### src/rtl/dm_pkg.sv
// Shared load/store definitions for the data-memory bus.
// Holds the DMCtrl access-size codes, the I/O register offsets and the
// lane extract/extend helper also used by the data memory read path.
package dm_pkg;

  localparam logic [2:0] DM_B  = 3'b000;
  localparam logic [2:0] DM_H  = 3'b001;
  localparam logic [2:0] DM_W  = 3'b010;
  localparam logic [2:0] DM_BU = 3'b100;
  localparam logic [2:0] DM_HU = 3'b101;

  localparam logic [3:0] IO_LED   = 4'h0;
  localparam logic [3:0] IO_SW    = 4'h4;
  localparam logic [3:0] IO_FLAGS = 4'h8;

  // Picks the byte/half addressed by lo out of a 32-bit word and extends it
  // according to ctrl. Unknown codes return 0; alignment is the caller's job.
  function automatic logic [31:0] dm_lane_extract(input logic [31:0] word,
                                                  input logic [1:0]  lo,
                                                  input logic [2:0]  ctrl);
    logic [31:0] sh;
    logic [31:0] res;
    sh = word >> {lo, 3'b000};
    case (ctrl)
      DM_B:    res = {{24{sh[7]}}, sh[7:0]};
      DM_BU:   res = {24'h0, sh[7:0]};
      DM_H:    res = {{16{sh[15]}}, sh[15:0]};
      DM_HU:   res = {16'h0, sh[15:0]};
      DM_W:    res = word;
      default: res = 32'h0;
    endcase
    return res;
  endfunction

endpackage

### src/rtl/dm_io_periph_if.sv
// Load/store bus between the CPU and a data-memory-mapped slave.
// master: drives Address, DataWr, DMWr, DMCtrl; receives DataRd, sel.
// slave : the reverse.
interface dm_io_periph_if;
  logic [31:0] Address;
  logic [31:0] DataWr;
  logic        DMWr;
  logic [2:0]  DMCtrl;
  logic [31:0] DataRd;
  logic        sel;

  modport master (output Address, output DataWr, output DMWr, output DMCtrl,
                  input  DataRd,  input  sel);
  modport slave  (input  Address, input  DataWr, input  DMWr, input  DMCtrl,
                  output DataRd,  output sel);
endinterface

### src/rtl/dm_io_periph_sw_debounce.sv
// One switch bit: 2-flop synchroniser followed by a debounce counter.
// Ports: clk, rst (sync, active high), i_sw (raw async switch),
//        o_stable (debounced level), o_change (high in the cycle whose
//        closing edge updates o_stable).
module sw_debounce #(
  parameter int DEB_CYCLES = 500000
) (
  input  logic clk,
  input  logic rst,
  input  logic i_sw,
  output logic o_stable,
  output logic o_change
);

  localparam int CNT_W = $clog2(DEB_CYCLES);
  localparam logic [CNT_W-1:0] LAST = CNT_W'(DEB_CYCLES - 1);

  logic             r_s1;
  logic             r_s2;
  logic             r_stable;
  logic [CNT_W-1:0] r_cnt;
  logic             w_diff;

  assign w_diff = r_s2 ^ r_stable;

  always_ff @(posedge clk) begin
    if (rst) begin
      r_s1     <= 1'b0;
      r_s2     <= 1'b0;
      r_stable <= 1'b0;
      r_cnt    <= '0;
    end else begin
      r_s1 <= i_sw;
      r_s2 <= r_s1;
      // any return to the stable level throws away the partial count
      if (!w_diff) begin
        r_cnt <= '0;
      end else if (r_cnt == LAST) begin
        r_stable <= r_s2;
        r_cnt    <= '0;
      end else begin
        r_cnt <= r_cnt + 1'b1;
      end
    end
  end

  assign o_stable = r_stable;
  assign o_change = w_diff && (r_cnt == LAST);

endmodule

### src/rtl/dm_io_periph.sv
// Memory-mapped I/O peripheral: LED register, debounced switches and
// sticky switch-change flags in a 16-byte window at BASE_ADDR.
// Ports: clk, rst (sync, active high); bus (load/store slave: Address,
//        DataWr, DMWr, DMCtrl in; DataRd, sel out, both combinational);
//        sw (raw switches); Leds (LED register flop).
module dm_io_periph
  import dm_pkg::*;
#(
  parameter logic [31:0] BASE_ADDR  = 32'h0000_0400,
  parameter int          SW_W       = 10,
  parameter int          DEB_CYCLES = 500000
) (
  input  logic            clk,
  input  logic            rst,
  dm_io_periph_if.slave   bus,
  input  logic [SW_W-1:0] sw,
  output logic [SW_W-1:0] Leds
);

  logic [SW_W-1:0] r_leds;
  logic [SW_W-1:0] r_flags;
  logic [SW_W-1:0] w_stable;
  logic [SW_W-1:0] w_change;

  logic            w_hit;
  logic [1:0]      w_lo;
  logic [1:0]      w_idx;
  logic            w_aligned;
  logic            w_wr_ok;
  logic [31:0]     w_mask;
  logic [31:0]     w_wdata;
  logic [31:0]     w_word;
  logic [SW_W-1:0] w_wm;
  logic [SW_W-1:0] w_wd;
  logic            w_we_led;
  logic            w_we_flags;
  logic            w_unused;

  for (genvar i = 0; i < SW_W; i++) begin : g_deb
    sw_debounce #(.DEB_CYCLES(DEB_CYCLES)) u_deb (
      .clk      (clk),
      .rst      (rst),
      .i_sw     (sw[i]),
      .o_stable (w_stable[i]),
      .o_change (w_change[i])
    );
  end

  always_comb begin
    w_hit     = (bus.Address[31:4] == BASE_ADDR[31:4]);
    w_lo      = bus.Address[1:0];
    w_idx     = bus.Address[3:2];
    w_aligned = 1'b0;
    w_mask    = 32'h0;
    case (bus.DMCtrl)
      DM_B, DM_BU: begin
        w_aligned = 1'b1;
        w_mask    = 32'h0000_00FF << {w_lo, 3'b000};
      end
      DM_H, DM_HU: begin
        w_aligned = !w_lo[0];
        w_mask    = 32'h0000_FFFF << {w_lo, 3'b000};
      end
      DM_W: begin
        w_aligned = (w_lo == 2'b00);
        w_mask    = 32'hFFFF_FFFF;
      end
      default: ;
    endcase
    w_wdata = bus.DataWr << {w_lo, 3'b000};

    // unsigned-load codes are not store sizes
    w_wr_ok    = bus.DMWr && w_hit && w_aligned &&
                 ((bus.DMCtrl == DM_B) || (bus.DMCtrl == DM_H) || (bus.DMCtrl == DM_W));
    w_we_led   = w_wr_ok && (w_idx == IO_LED[3:2]);
    w_we_flags = w_wr_ok && (w_idx == IO_FLAGS[3:2]);
    w_wm       = w_mask[SW_W-1:0];
    w_wd       = w_wdata[SW_W-1:0];

    w_word = 32'h0;
    case (w_idx)
      IO_LED[3:2]:   w_word[SW_W-1:0] = r_leds;
      IO_SW[3:2]:    w_word[SW_W-1:0] = w_stable;
      IO_FLAGS[3:2]: w_word[SW_W-1:0] = r_flags;
      default: ;
    endcase

    bus.sel    = w_hit;
    bus.DataRd = (w_hit && w_aligned) ? dm_lane_extract(w_word, w_lo, bus.DMCtrl) : 32'h0;
  end

  // bits above SW_W have no register behind them
  assign w_unused = ^{w_mask, w_wdata};

  always_ff @(posedge clk) begin
    if (rst) begin
      r_leds  <= '0;
      r_flags <= '0;
    end else begin
      if (w_we_led)
        r_leds <= (r_leds & ~w_wm) | (w_wd & w_wm);
      // OR-ing the change pulses after the clear makes a same-cycle set win
      r_flags <= (r_flags & ~(w_we_flags ? (w_wd & w_wm) : '0)) | w_change;
    end
  end

  assign Leds = r_leds;

endmodule
### src/flat_wrapper.sv
// flat-port wrapper written by rule: the top's interface ports become plain ports
module dm_io_periph_flat import dm_pkg::*;
#(
  parameter logic [31:0] BASE_ADDR  = 32'h0000_0400,
  parameter int          SW_W       = 10,
  parameter int          DEB_CYCLES = 500000
)
  (clk, rst, sw, Leds, bus_Address, bus_DataWr, bus_DMWr, bus_DMCtrl, bus_DataRd, bus_sel);
  dm_io_periph_if bus_i ();
  input  logic clk;
  input  logic rst;
  input  logic [SW_W-1:0] sw;
  output logic [SW_W-1:0] Leds;
  input wire logic [$bits(bus_i.Address)-1:0] bus_Address;
  input wire logic [$bits(bus_i.DataWr)-1:0] bus_DataWr;
  input wire logic [$bits(bus_i.DMWr)-1:0] bus_DMWr;
  input wire logic [$bits(bus_i.DMCtrl)-1:0] bus_DMCtrl;
  output wire logic [$bits(bus_i.DataRd)-1:0] bus_DataRd;
  output wire logic [$bits(bus_i.sel)-1:0] bus_sel;
  assign bus_i.Address = bus_Address;
  assign bus_i.DataWr = bus_DataWr;
  assign bus_i.DMWr = bus_DMWr;
  assign bus_i.DMCtrl = bus_DMCtrl;
  assign bus_DataRd = bus_i.DataRd;
  assign bus_sel = bus_i.sel;
  dm_io_periph #(.BASE_ADDR(BASE_ADDR), .SW_W(SW_W), .DEB_CYCLES(DEB_CYCLES)) u_core (.clk(clk), .rst(rst), .bus(bus_i), .sw(sw), .Leds(Leds));
endmodule
### config.mk
export PLATFORM = sky130hd
export DESIGN_NAME = dm_io_periph_flat
export DESIGN_NICKNAME = d
export VERILOG_FILES = /design/src/rtl/dm_pkg.sv /design/src/rtl/dm_io_periph_if.sv /design/src/rtl/dm_io_periph_sw_debounce.sv /design/src/rtl/dm_io_periph.sv /design/src/flat_wrapper.sv
export SDC_FILE = /design/constraint.sdc
export NUM_CORES = 1
export LEC_CHECK = 0
export ABC_AREA = 1
export CAP_MARGIN = 20
export CORE_ASPECT_RATIO = 1.4
export CORE_UTILIZATION = 53
export CTS_BUF_LIST = sky130_fd_sc_hd__clkbuf_16
export DETAILED_ROUTE_END_ITERATION = 12
export GPL_TIMING_DRIVEN = 0
export HOLD_SLACK_MARGIN = 0.1
export PLACE_DENSITY_LB_ADDON = 0.3
export SYNTH_ARGS = -nofsm -noshare
export SYNTH_HDL_FRONTEND = slang
export SYNTH_HIERARCHICAL = 1
export SYNTH_SLANG_ARGS = --single-unit
### constraint.sdc
create_clock -name clk -period 1.48 [get_ports clk]
set_input_delay 0.148 -clock clk [delete_from_list [all_inputs] [get_ports clk]]
set_output_delay 0.148 -clock clk [all_outputs]
set_load 0.02 [all_outputs]
[Yosys cells after proc, flatten, opt, wreduce, memory -nomap -nowiden]
Index checks and enable logic that the tools add are counted.
Cells by class
  add/sub/neg operators: 10
  equality and inequality tests: 17
  shift-type cells: 4
  mux-type cells: 6
  bitwise operators: 27
  reduce and logical (&&, ||, !) cells: 44
Operators with widths (number)
  $add 19x1->19 const B: 10
  $eq 19x19->1 const B: 10
  $pmux 32 s5: 1
  $pmux 10 s3: 2
  $mux 32: 1
  $shl 32x5->10: 1
  $and 10x10->10: 3
  $reduce_or 3->1: 10
  $eq 28x7->1 const B: 1
  $not 10->10: 2
  $or 10x10->10: 2
  $reduce_and 2->1: 10
  $logic_and 1x1->1: 16
  $shl 16x5->10 const A: 1
  $shr 10x5->16: 1
  $mux 10: 1
  $not 1->1: 10
  $shl 8x5->10 const A: 1
  $xor 1x1->1: 10
  $eq 3x3->1 const B: 2
  $logic_not 2->1: 2
  $reduce_or 2->1: 2
  $eq 3x1->1 const B: 1
  $eq 3x2->1 const B: 1
  6 further kinds: 7
Storage, ports and cells
  bits in registers: 240
  input port bits: 80
  output and inout bits: 43
  logic and storage cells: 150

[Depth between registers and ports, before layout]
  depth after elaboration: 10
  mapped depth: 12
  mapped depth without buffers: 12

[Cells and area by module]
Netlist, hierarchy kept.
By module, submodules not included
  sw_debounce at u_core.g_deb[0].u_deb ...: times used 8, cells an instance 178, area an instance 1183.6 um^2, seq. area each 440.4 um^2
  dm_io_periph: times used 1, cells an instance 269, area an instance 1612.8 um^2, seq. area each 400.4 um^2
  sw_debounce at u_core.g_deb[1].u_deb: times used 1, cells an instance 177, area an instance 1151.1 um^2, seq. area each 440.4 um^2
  sw_debounce at u_core.g_deb[9].u_deb: times used 1, cells an instance 160, area an instance 1098.6 um^2, seq. area each 440.4 um^2

[Worst setup path before layout]
No wires, ideal clock.
  path kind: input-to-output
  start point: in bus_Address[27]
  end point: out bus_DataRd[11]
  arrival: 1.749 ns
  data required time: 1.332 ns
  path slack: -0.417 ns
  stages: 10
  buffers on the path: 1
  cells stage by stage: nor2_1 > nand2_1 > nor2_1 > nand2_1 > nor2_4 > nand2_1 > inv_1 > nand4_1 > inv_1 > buf_4
On the way
  longest elaborated chain between the ends: 3
Ends and longest elaborated chain
  from (decl): line flat_wrapper.sv:14  | input wire logic [$bits(bus_i.Address)-1:0] bus_Address;
  $eq 28x7->1: line dm_io_periph.sv:50  | w_hit = (bus.Address[31:4] == BASE_ADDR[31:4]);
  named net bus_sel: line flat_wrapper.sv:19  | output wire logic [$bits(bus_i.sel)-1:0] bus_sel;
  $logic_and 1x1->1: line dm_io_periph.sv:89  | bus.DataRd = (w_hit && w_aligned) ? dm_lane_extract(w_word, w_lo, bus.DMCtrl) : 32'h0;
  $mux 32: line dm_io_periph.sv:89
  to (decl): line flat_wrapper.sv:18  | output wire logic [$bits(bus_i.DataRd)-1:0] bus_DataRd;
The timed path passes the listed nets, and every way through them passes these cells.

[Final worst setup path]
  start point: reg u_core.g_deb[7].u_deb.r_stable
  end point: out bus_DataRd[16]
On the way
  longest elaborated chain between the ends: 4
Ends and longest elaborated chain
  from (decl): line dm_io_periph_sw_debounce.sv:20  | logic r_stable;
  from (signal assigned): line dm_io_periph_sw_debounce.sv:39  | r_stable <= r_s2;
  $pmux 10 s3: line dm_io_periph.sv:81  | case (w_idx)
  $shr 10x5->16: line dm_pkg.sv:23  | sh = word >> {lo, 3'b000};
  $pmux 32 s5: line dm_pkg.sv:24  | case (ctrl)
  $mux 32: line dm_io_periph.sv:89
Every way passes these cells.

==> flow_metrics.tcl <==
set metrics [dict create \
    tritoncts_num_sinks 240 \
    maxCapViolations 0 \
    remaining_drc_errors 0 \
    required_ns 1.33 \
    synth_edf_count 0 \
    hold_path.class "input pin to flip-flop" \
    dr.first_iter.drc_count 566 \
    yosysWarnings 6 \
    placed_cell_area_mm2 0.01479 \
    ir_drop_uv 1021 \
    dp_hpwl_um 22390 \
    dp_worst_setup_slack_ns -1.639 \
    htreeDepth 1 \
    synth_nets 2120 \
    rows 68 \
    path_cells "nand2_2 > nand3_4 > nand4_1 > buf_6 > clkinvlp_4 > buf_6 > buf_6" \
    r2r_slack_ns 0.07 \
    path_clk_slew_ns 0.06 \
    slew_viol_final 0 \
    root_buffer "clkbuf_16" \
    violations "negative setup slack" \
    die_width_um 136.0 \
    fin_util_pct 67.09 \
    cts_made_buffers 25 \
    min_period_ns 1.950 \
    dieArea_mm2 0.02580 \
    nNetsFinal 2296 \
    postSynthAreaPerCell_um2 6.567 \
    tightest_slew_ns 0.5581 \
    clk_path_buf_depth 3 \
    rsz0062_at_grt "true" \
    finalSetupViolations 32 \
    setup_ws_ns -0.4699 \
    yosysSeqAreaShare_pct 36.04 \
    netlist_instances 2030 \
    path_max_fanout 6 \
    crit_path_max_incr_delay_ns 0.33 \
    tritoncts "done" \
    num_vias 12650 \
    endpoint_kind "output port" \
    core_area_mm2 0.02467 \
    finalHoldViolCount 0 \
    critPathBufInv 4 \
    worst_path_most_repeated_cell "buf_6" \
    critical_path_class "flip-flop to output port" \
    grt.total_usage_pct 24.43 \
    final_area_mm2 0.01655 \
    drt_pass1_iterations 7 \
    grt_pass1_wl_um 52250 \
    antenna_found_initial 1 \
    drt_wl_total_um 32140 \
    power.density_mw_per_mm2 831.9 \
    ys_ff_latch 240 \
    p_leak_nw 6.291 \
    setup_tns_ns -12.32 \
    min_period_over_period_pct 131.7 \
    initial_utilization_pct 54.03 \
    portBuffers 99 \
    grt-ovfl-total 0 \
    cp.arrival_ns 1.80 \
    relSlewSlack_pct 62.79 \
    setup.worst_path.start_class "flip-flop" \
    grt_pass1_vias 12000 \
    clock_latency_ns 0.52 \
    gp_congestion 0.8974 \
    num_io_pins 123 \
    synthesis.area_mm2 0.01333 \
    fin_cells 2540 \
    dpl.cell_count 2445 \
    avgViaCountPerCell 4.981 \
    critPathTopFamily "buffers and inverters" \
    synth_cell_types 39 \
    status "complete, but fails checks" \
    wl_per_cell_um 12.65 \
    grt_max_degree 29 \
    area.growth.synth_to_final_pct 24.17 \
    synthArstFlopShare_pct 0 \
    drive_gt1_share_pct 21.72 \
    fmax_mhz 512.8 \
    skew_ns 0.01183 \
    antenna_left 0 \
    crit_path_top_delay_cell "dfxtp_2" \
    synth_flop_cell "dfxtp_1" \
    die_height_um 189.7 \
]
-- cell families after synthesis --
group,count (synthesis),share of synthesized area [%]
simple gates,1249,41.86
flops,240,36.04
buf+inv,342,11.40
xor+xnor,80,5.256
fa+ha+maj,10,0.9385
compound gates,109,4.505
-- per-stage QoR --
step / hold WS [ns] / total power [mW]
6_report: 0.1137 / 13.77
3_5_place_dp: 0.3956 / 7.132
2_1_floorplan: 0.2171 / 6.876
4_1_cts: 0.1015 / 13.84
3_3_place_gp: 0.3931 / 7.125
5_1_grt: 0.1121 / 14.21
-- final timing paths --
| path | end | from | depth (start not counted) |
|---|---|---|---|
| worst max-delay path | bus_DataRd[16] | u_core/g_deb[7].u_deb/o_stable$_SDFFE_PP0P_ | 7 |
| worst min register to register | u_core/g_deb[6].u_deb/r_s2$_SDFF_PP0_ | u_core/g_deb[6].u_deb/r_s1$_SDFF_PP0_ | 2 |
| worst max register to register | u_core/g_deb[3].u_deb/r_cnt[9]$_SDFF_PP0_ | u_core/g_deb[3].u_deb/r_cnt[0]$_SDFF_PP0_ | 7 |
| worst min-delay path | u_core/g_deb[4].u_deb/o_stable$_SDFFE_PP0P_ | rst | 4 |
-- sequential cells by signal (all words and copies together) (netlist names), named ones only --
register and count:
u_core/g_deb.u_deb/r_s2 10, u_core/r_flags 10, u_core/g_deb.u_deb/r_s1 10, u_core/g_deb.u_deb/r_cnt 190, u_core/g_deb.u_deb/o_stable 10
-- cell usage after synthesis (9+ instances only) --
library cell | instances | share of area, %
xor2_1 | 68 | 4.5
ha_1 | 10 | 0.94
nor2_1 | 409 | 12
buf_4 | 21 | 1.2
inv_1 | 286 | 8.1
dfxtp_1 | 240 | 36
nor2_2 | 128 | 6.0
nor3_1 | 37 | 1.4
nand3_1 | 125 | 4.7
nand3_2 | 21 | 1.6
and2_1 | 9 | 0.42
nand2_4 | 10 | 0.84
inv_2 | 19 | 0.53
o21bai_1 | 12 | 0.68
nand2_1 | 473 | 13
o21ai_0 | 19 | 0.71
or2_2 | 10 | 0.47
nand4_1 | 11 | 0.52
xnor2_1 | 12 | 0.79
a21oi_1 | 58 | 2.2
-- power by group --
group          switching [mW]  internal (mW)  total (mW)
Clock                    2.59           4.10        6.69
Sequential             0.0233           6.49        6.52
Combinational           0.315          0.248       0.563
Total                    2.92           10.8        13.8
-- per-layer routing --
| layer | vias up | share of wire, % | track usage [%] |
|---|---|---|---|
| met5 | - | 0 | 0 |
| met4 | 0 | 3.5 | 10.04 |
| met3 | 103 | 6.8 | 5.036 |
| met2 | 365 | 51 | 45.96 |
| met1 | 5644 | 39 | 25.85 |
| li1 | 6540 | - | - |
-- timing repair --
item / 4_1_cts / 5_1_grt
endpoints found under the setup margin: 151 / 173
gates resized for setup: 404 / 94
buffers inserted: 24 / 20
hold buffers: 2 / 0
cloned: 3 / 0
pin swaps: 37 / 31
endpoints found under the hold margin: 8 / 0
-- placed cells by master (no fill, tap or decap), drive strengths merged --
master and instances:
and2 10, nor2 542, bufinv 6, nand4 13, ha 10, xor2 68
inv 309, clkdlybuf4s18 1, a221oi 2, a211oi 2, diode 1, o21ai 27
o21bai 12, clkinvlp 4, dlygate4sd3 2, nand3 146, o22ai 2, buf 136
dlygate4sd2 8, nand2 487, clkdlybuf4s15 5, nor3 37, a31oi 5, clkbuf 34
dfxtp 240, a21oi 59, clkinv 10, clkdlybuf4s50 21, nor3b 1, or2 13
xnor2 12
-- layout make-up --
class	instances	area, um2
diodes	1	2.502
plain buffers	36	462.9
clock buffers	25	625.6
clock inverters	20	241.5
fillers	2114	8120
inverters	306	1170
multi-input cells	1448	7490
flip-flops and latches	240	4838
well taps	315	394.1
repair buffers	146	1306
repair inverters	3	22.52
-- worst register-to-register path, stage by stage, from the launching register on --
cell     delay, ns
dfxtp_2       0.36
ha_2          0.23
nand3_4       0.11
inv_2         0.12
nand3_2       0.14
nand2_4       0.14
buf_12        0.15
nor2_2        0.05
No activity file was read; power rests on OpenSTA's default activity.
